$ cat config.mk
export PLATFORM = sky130hd
export DESIGN_NAME = branch_commit_unit
export DESIGN_NICKNAME = d
export VERILOG_FILES = /design/src/rtl/branch_commit_unit_pkg.sv /design/src/rtl/branch_cam_match.sv /design/src/rtl/branch_commit_unit.sv
export SDC_FILE = /design/constraint.sdc
export NUM_CORES = 1
export LEC_CHECK = 0
export ABC_AREA = 1
export BUFFER_PORTS_ARGS = -buffer_cell sky130_fd_sc_hd__buf_2
export CAP_MARGIN = 15
export CORE_MARGIN = 4
export CORE_UTILIZATION = 49
export CTS_CLUSTER_DIAMETER = 150
export CTS_CLUSTER_SIZE = 16
export DETAILED_ROUTE_END_ITERATION = 8
export GPL_TIMING_DRIVEN = 1
export PLACE_DENSITY = 0.69
export SYNTH_ARGS = -nofsm -noshare
export SYNTH_HDL_FRONTEND = slang
export SYNTH_SLANG_ARGS = --single-unit
export TNS_END_PERCENT = 10
$ cat constraint.sdc
create_clock -name clk -period 3.5 [get_ports clk]
set_clock_uncertainty 0.2 [all_clocks]
set_input_delay 0.7 -clock clk [delete_from_list [all_inputs] [get_ports clk]]
set_output_delay 0.7 -clock clk [all_outputs]
set_load 0.01 [all_outputs]
$ cat src/rtl/branch_commit_unit_pkg.sv
// Shared definitions for the branch commit unit: ROB index width,
// branch-result bit positions and a small mispredict helper.
package branch_commit_unit_pkg;

    // Width of a reorder-buffer index.
    localparam int ROB_ENTRY_WIDTH = 6;

    // Bit positions inside the 2-bit branch result {predicted, actual}.
    localparam int RES_PRED_BIT    = 1;
    localparam int RES_ACTUAL_BIT  = 0;

    // Default instruction address width.
    localparam int BRANCH_ADDR_W   = 32;

    // Decoded branch result.
    typedef struct packed {
        logic pred;
        logic actual;
    } bra_result_t;

    // A retired branch mispredicted when its guess differs from the outcome.
    function automatic logic is_mispredict(input logic pred, input logic actual);
        return pred != actual;
    endfunction

endpackage

$ cat src/rtl/branch_cam_match.sv
// DEPTH-wide ROB index comparator. Only entries flagged eligible (busy and
// still waiting for a result) can match; the result is one-hot by contract.
module branch_cam_match #(
    parameter int DEPTH = 4,
    parameter int IDX_W = 6
) (
    input  logic             search_valid,
    input  logic [IDX_W-1:0] search_index,
    input  logic [DEPTH-1:0] entry_eligible,
    input  logic [IDX_W-1:0] entry_index [DEPTH],
    output logic [DEPTH-1:0] match_onehot
);

    genvar gi;
    generate
        for (gi = 0; gi < DEPTH; gi++) begin : g_cmp
            // One comparator per entry
            assign match_onehot[gi] = search_valid && entry_eligible[gi]
                                      && (entry_index[gi] == search_index);
        end
    endgenerate

endmodule

$ cat src/rtl/branch_commit_unit.sv
// In-order branch retirement queue. Branches are allocated at dispatch,
// resolved out of order by ROB index, and retired from the head one per
// cycle. A mispredicted retirement flushes the whole queue and redirects
// fetch to the alternate PC.
module branch_commit_unit
    import branch_commit_unit_pkg::*;
#(
    parameter int DEPTH  = 4,
    parameter int PTR_W  = 2,
    parameter int IDX_W  = ROB_ENTRY_WIDTH,
    parameter int ADDR_W = BRANCH_ADDR_W
) (
    input  logic              clk,
    input  logic              rst,
    input  logic              alloc_valid,
    input  logic [IDX_W-1:0]  alloc_rob_index,
    input  logic [ADDR_W-1:0] alloc_pc,
    input  logic [ADDR_W-1:0] alloc_alt_pc,
    output logic              alloc_stall,
    input  logic              bra_in_valid,
    input  logic [IDX_W-1:0]  bra_in_index,
    input  logic [1:0]        bra_in_result,
    output logic              commit_valid,
    output logic [IDX_W-1:0]  commit_rob_index,
    output logic              flush_out,
    output logic [ADDR_W-1:0] redirect_pc,
    output logic              bp_update_valid,
    output logic [ADDR_W-1:0] bp_update_pc,
    output logic              bp_update_taken
);

    localparam logic [PTR_W:0] PTR_ONE = (PTR_W + 1)'(1);

    // Pointers carry one extra bit so full and empty are distinguishable.
    logic [PTR_W:0]    head_reg, tail_reg;
    logic [PTR_W-1:0]  head_slot, tail_slot;
    logic              full;

    // Per-entry state gathered from the generate blocks below.
    logic [DEPTH-1:0]  busy_vec, resolved_vec, pred_vec, actual_vec;
    logic [IDX_W-1:0]  rob_index_arr [DEPTH];
    logic [ADDR_W-1:0] pc_arr        [DEPTH];
    logic [ADDR_W-1:0] alt_pc_arr    [DEPTH];

    logic [DEPTH-1:0]  match_onehot;
    logic              retire_now, flush_now, alloc_fire;
    bra_result_t       res;

    assign head_slot   = head_reg[PTR_W-1:0];
    assign tail_slot   = tail_reg[PTR_W-1:0];
    assign full        = (head_reg[PTR_W] != tail_reg[PTR_W]) && (head_slot == tail_slot);
    assign alloc_stall = full;

    assign res.pred    = bra_in_result[RES_PRED_BIT];
    assign res.actual  = bra_in_result[RES_ACTUAL_BIT];

    // Retirement looks only at registered state; a resolve landing this
    // cycle cannot retire until the following edge.
    assign retire_now  = busy_vec[head_slot] && resolved_vec[head_slot];
    assign flush_now   = retire_now && is_mispredict(pred_vec[head_slot], actual_vec[head_slot]);
    // Conservative: a full queue refuses allocation even if the head retires.
    assign alloc_fire  = alloc_valid && !full && !flush_now;

    branch_cam_match #(
        .DEPTH (DEPTH),
        .IDX_W (IDX_W)
    ) u_cam (
        .search_valid   (bra_in_valid),
        .search_index   (bra_in_index),
        .entry_eligible (busy_vec & ~resolved_vec),
        .entry_index    (rob_index_arr),
        .match_onehot   (match_onehot)
    );

    genvar gi;
    generate
        for (gi = 0; gi < DEPTH; gi++) begin : g_entry
            localparam logic [PTR_W-1:0] SLOT = PTR_W'(gi);

            logic              busy_reg, resolved_reg, pred_reg, actual_reg;
            logic [IDX_W-1:0]  rob_index_reg;
            logic [ADDR_W-1:0] pc_reg, alt_pc_reg;

            // Entry status: allocate, retire, resolve; flush clears everything
            always_ff @(posedge clk) begin
                if (rst || flush_now) begin
                    busy_reg     <= 1'b0;
                    resolved_reg <= 1'b0;
                end else if (alloc_fire && tail_slot == SLOT) begin
                    busy_reg     <= 1'b1;
                    resolved_reg <= 1'b0;
                end else if (retire_now && head_slot == SLOT) begin
                    busy_reg     <= 1'b0;
                    resolved_reg <= 1'b0;
                end else if (match_onehot[gi]) begin
                    resolved_reg <= 1'b1;
                end
            end

            // Capture the branch outcome when its resolution matches
            always_ff @(posedge clk) begin
                if (rst) begin
                    pred_reg   <= 1'b0;
                    actual_reg <= 1'b0;
                end else if (match_onehot[gi] && !flush_now) begin
                    pred_reg   <= res.pred;
                    actual_reg <= res.actual;
                end
            end

            // Payload written once at allocation; only read while busy
            always_ff @(posedge clk) begin
                if (alloc_fire && tail_slot == SLOT) begin
                    rob_index_reg <= alloc_rob_index;
                    pc_reg        <= alloc_pc;
                    alt_pc_reg    <= alloc_alt_pc;
                end
            end

            assign busy_vec[gi]      = busy_reg;
            assign resolved_vec[gi]  = resolved_reg;
            assign pred_vec[gi]      = pred_reg;
            assign actual_vec[gi]    = actual_reg;
            assign rob_index_arr[gi] = rob_index_reg;
            assign pc_arr[gi]        = pc_reg;
            assign alt_pc_arr[gi]    = alt_pc_reg;
        end
    endgenerate

    // Head/tail advance; a flush snaps both back to slot 0
    always_ff @(posedge clk) begin
        if (rst || flush_now) begin
            head_reg <= '0;
            tail_reg <= '0;
        end else begin
            if (alloc_fire) tail_reg <= tail_reg + PTR_ONE;
            if (retire_now) head_reg <= head_reg + PTR_ONE;
        end
    end

    // Registered retirement outputs: pulses every cycle, data held between retires
    always_ff @(posedge clk) begin
        if (rst) begin
            commit_valid     <= 1'b0;
            commit_rob_index <= '0;
            flush_out        <= 1'b0;
            redirect_pc      <= '0;
            bp_update_valid  <= 1'b0;
            bp_update_pc     <= '0;
            bp_update_taken  <= 1'b0;
        end else begin
            commit_valid    <= retire_now;
            bp_update_valid <= retire_now;
            flush_out       <= flush_now;
            if (retire_now) begin
                commit_rob_index <= rob_index_arr[head_slot];
                bp_update_pc     <= pc_arr[head_slot];
                bp_update_taken  <= actual_vec[head_slot];
            end
            if (flush_now) begin
                redirect_pc <= alt_pc_arr[head_slot];
            end
        end
    end

endmodule

==> impl_metrics.py <==
metrics = {
    "worst_setup_path": {
        "critical_path.max_fanout": 41,
        "startpoint_type": "flip-flop",
        "required_ns": 3.47,
        "cp_common_cell": "nand3_1",
        "crit_path_top_delay_cell": "dfxtp_4",
        "worstSetupPathType": "reg2reg",
        "regToRegSetupSlack_ns": 0.65,
        "crit_arrival_ns": 2.81,
        "setup.worst_path.end_class": "flip-flop",
        "rr_worst_depth": 9,
        "r2r-start": "head_reg[0]",
        "crit_chain": "inv_4 > nand3_1 > nand3_1 > nand2_2 > inv_4 > nand3_4 > nand3_1 > clkinv_2 > buf_4",
        "r2r_end": "g_entry[2].alt_pc_reg[27]",
        "max_stage_delay_ns": 0.59,
    },
    "synthesis": {
        "netlist_area_sq_mm": 0.0144,
        "yosys.area.top_type": "edfxtp_1",
        "synth_edf_count": 280,
        "synth.distinct_cells": 31,
        "synth_area_leaders": "edfxtp_1, dfxtp_1, nor2_1, o21ai_0, nand2_1",
        "synth_top_flop_cell": "edfxtp_1",
        "synth_warnings": 0,
        "synthArstFlopShare_pct": 0,
        "synth_seq_cells": 375,
        "synthCells": 1228,
        "syn_avg_cell_area_sq_um": 11.7,
        "synth_top_area_share_pct": 58.5,
        "syn_nets": 1318,
        "ys_seq_area_share_pct": 71.8,
    },
    "sta": {
        "setup_violations": 0,
        "drv_slew": 0,
        "relSlewSlack_pct": 29.0,
        "timing.fmax_mhz": 351,
        "worst_pin_slew_ns": 1.06,
        "rsz0062_at_grt": "false",
        "fin_crit_ns": 2.85,
        "fin_setup_tns_ns": 0,
        "whs_ns": 0.174,
        "finalHoldViolations": 0,
        "fin_crit_sh_pct": 81.3,
    },
    "outcome": {
        "status": "completed",
    },
    "drt": {
        "drc_errors": 0,
        "postRouteWirelength_mm": 31.2,
        "first_pass_iters": 5,
        "vias": 9329,
        "vias_per_cell": 5.29,
        "antenna_left": 0,
        "drt-wirelength-per-cell_microns": 17.7,
        "drt_iter0_markers": 723,
    },
    "global_route": {
        "antenna_found_initial": 5,
        "grt_use_total_pct": 19.2,
        "grt_max_degree": 98,
        "grt_pass1_vias": 9028,
        "grt_pass1_wl_mm": 48.5,
        "grt_overflow_total": 0,
    },
    "final_layout": {
        "fillers": 2386,
        "syn2layout_area_growth_pct": 13.1,
        "layout_commonest_cell": "edfxtp_1",
        "multi_input_area_sq_mm": 0.00355,
        "final_cell_mix": "edfxtp_1, nor2_1, o21ai_0",
        "drive_gt1_share_pct": 16.5,
        "seqCellArea_sq_mm": 0.0103,
        "finalNetCount": 1449,
    },
    "floorplanning": {
        "die_w_microns": 179,
        "placementRows": 62,
        "ios": 157,
        "die-area_sq_mm": 0.0321,
        "die_y_microns": 179,
        "start_util_pct": 49.9,
        "core_area_sq_mm": 0.0288,
    },
    "clock_tree": {
        "clk_path_buf_depth": 3,
        "root_buffer": "clkbuf_16",
        "clk_pin_slew_ns": 0.08,
        "clock_latency_ns": 0.54,
        "cts_resized": 0,
        "htree_levels": 1,
        "cts_tree": "done",
        "postCtsHoldBufs": 0,
        "cts_sinks": 375,
        "cts_setup_buffers": 0,
        "cts_buffers": 27,
    },
    "placement": {
        "gp_congestion": 0.840,
        "io_buffers": 156,
        "place_hpwl_mm": 18.7,
    },
    "hold_path": {
        "hold_class": "in2reg",
        "min_to": "g_entry[1].pc_reg[0]",
        "whs_path_depth": 1,
        "min_from": "alloc_pc[0]",
    },
    "power_and_ir_drop": {
        "leakage_nw": 6.20,
        "power_density_mw_per_mm2": 499,
        "peakVddDrop_mv": 0.329,
    },
    "job": {
        "cap_viol_max_count": 0,
    },
}
==> Yosys cell counts, drive strengths merged, types with 3 or more instances <==
cell and count:
o211ai 3, nand3 28, nor2 246, a31oi 38, nand2 167, buf 25
o21ai 180, edfxtp 280, xnor2 13, nand3b 3, dfxtp 95, o22ai 32
inv 33, a21oi 15, xor2 12, ha 8, clkbuf 48
==> report_power, final <==
part	total [W]	switching [W]	internal (W)
logic	0.000310	0.000207	0.000103
clock network	0.00286	0.00140	0.00146
registers	0.00494	0.0000325	0.00491
total	0.00811	0.00164	0.00647
==> critical path: cells and delay by family, from the launching register on <==
kind          cells  cell delay [ns]
simple gates      5             0.84
buf+inv           4             0.77
flops             1             0.59
==> layout make-up <==
| cell class | instances | area share (%) |
|---|---|---|
| antenna | 2 | 0.0308 |
| multi-input combinational | 746 | 21.8 |
| tap | 384 | 2.96 |
| clock buffer | 48 | 4.65 |
| sequential | 375 | 63.5 |
| clock inverter | 1 | 0.0693 |
| timing repair buffer | 175 | 6.07 |
| inverter | 34 | 0.863 |
==> metrics by stage <==
step                power [W]  cell area (sq um)  utilization, %  std cells  worst slack (ns)
global placement      0.00535              15500            53.8       1714             0.728
detailed placement    0.00535              15500            53.8       1714             0.691
global route          0.00840              16200            56.4       1765             0.449
CTS                   0.00819              16200            56.4       1763             0.668
floorplan             0.00520              14400               -       1228             0.291
finish                0.00811              16200            56.4       1765             0.653
==> cells by family (layout without fill, tap and decap cells) <==
kind of cell | after synthesis | count (layout) | share of synthesized area (%)
flip-flops | 375 | 375 | 71.8
buffers and inverters | 107 | 258 | 3.51
adder cells (fa/ha/maj) | 8 | 8 | 0.697
XOR/XNOR | 25 | 25 | 1.52
AND/OR/NAND/NOR | 445 | 445 | 12.4
AO/OA/AOI/OAI | 268 | 268 | 10.1
other | 0 | 2 | 0
==> per-layer routing <==
metal	vias to the layer above	track usage, %	part of all wire [%]	wire length (microns)
li1	4541	-	-	-
met1	4483	26.0	43	13300
met2	246	32.6	49	15300
met3	53	2.89	5.6	1750
met4	6	5.36	2.5	769
met5	-	0	0.12	38
==> worst max path at each step <==
stage / to / slack (ns) / start / cells after the start
detailed placement: g_entry[2].pc_reg[10] / 0.69 / head_reg[0] / 9
CTS: g_entry[2].alt_pc_reg[27] / 0.67 / head_reg[0] / 9
floorplan: g_entry[0].alt_pc_reg[0] / 0.29 / head_reg[0] / 10
finish: g_entry[2].alt_pc_reg[27] / 0.65 / head_reg[0] / 9
global route: g_entry[2].pc_reg[19] / 0.45 / head_reg[0] / 9
global placement: g_entry[2].pc_reg[14] / 0.73 / head_reg[0] / 9
Power figures use the tool's default switching activity.
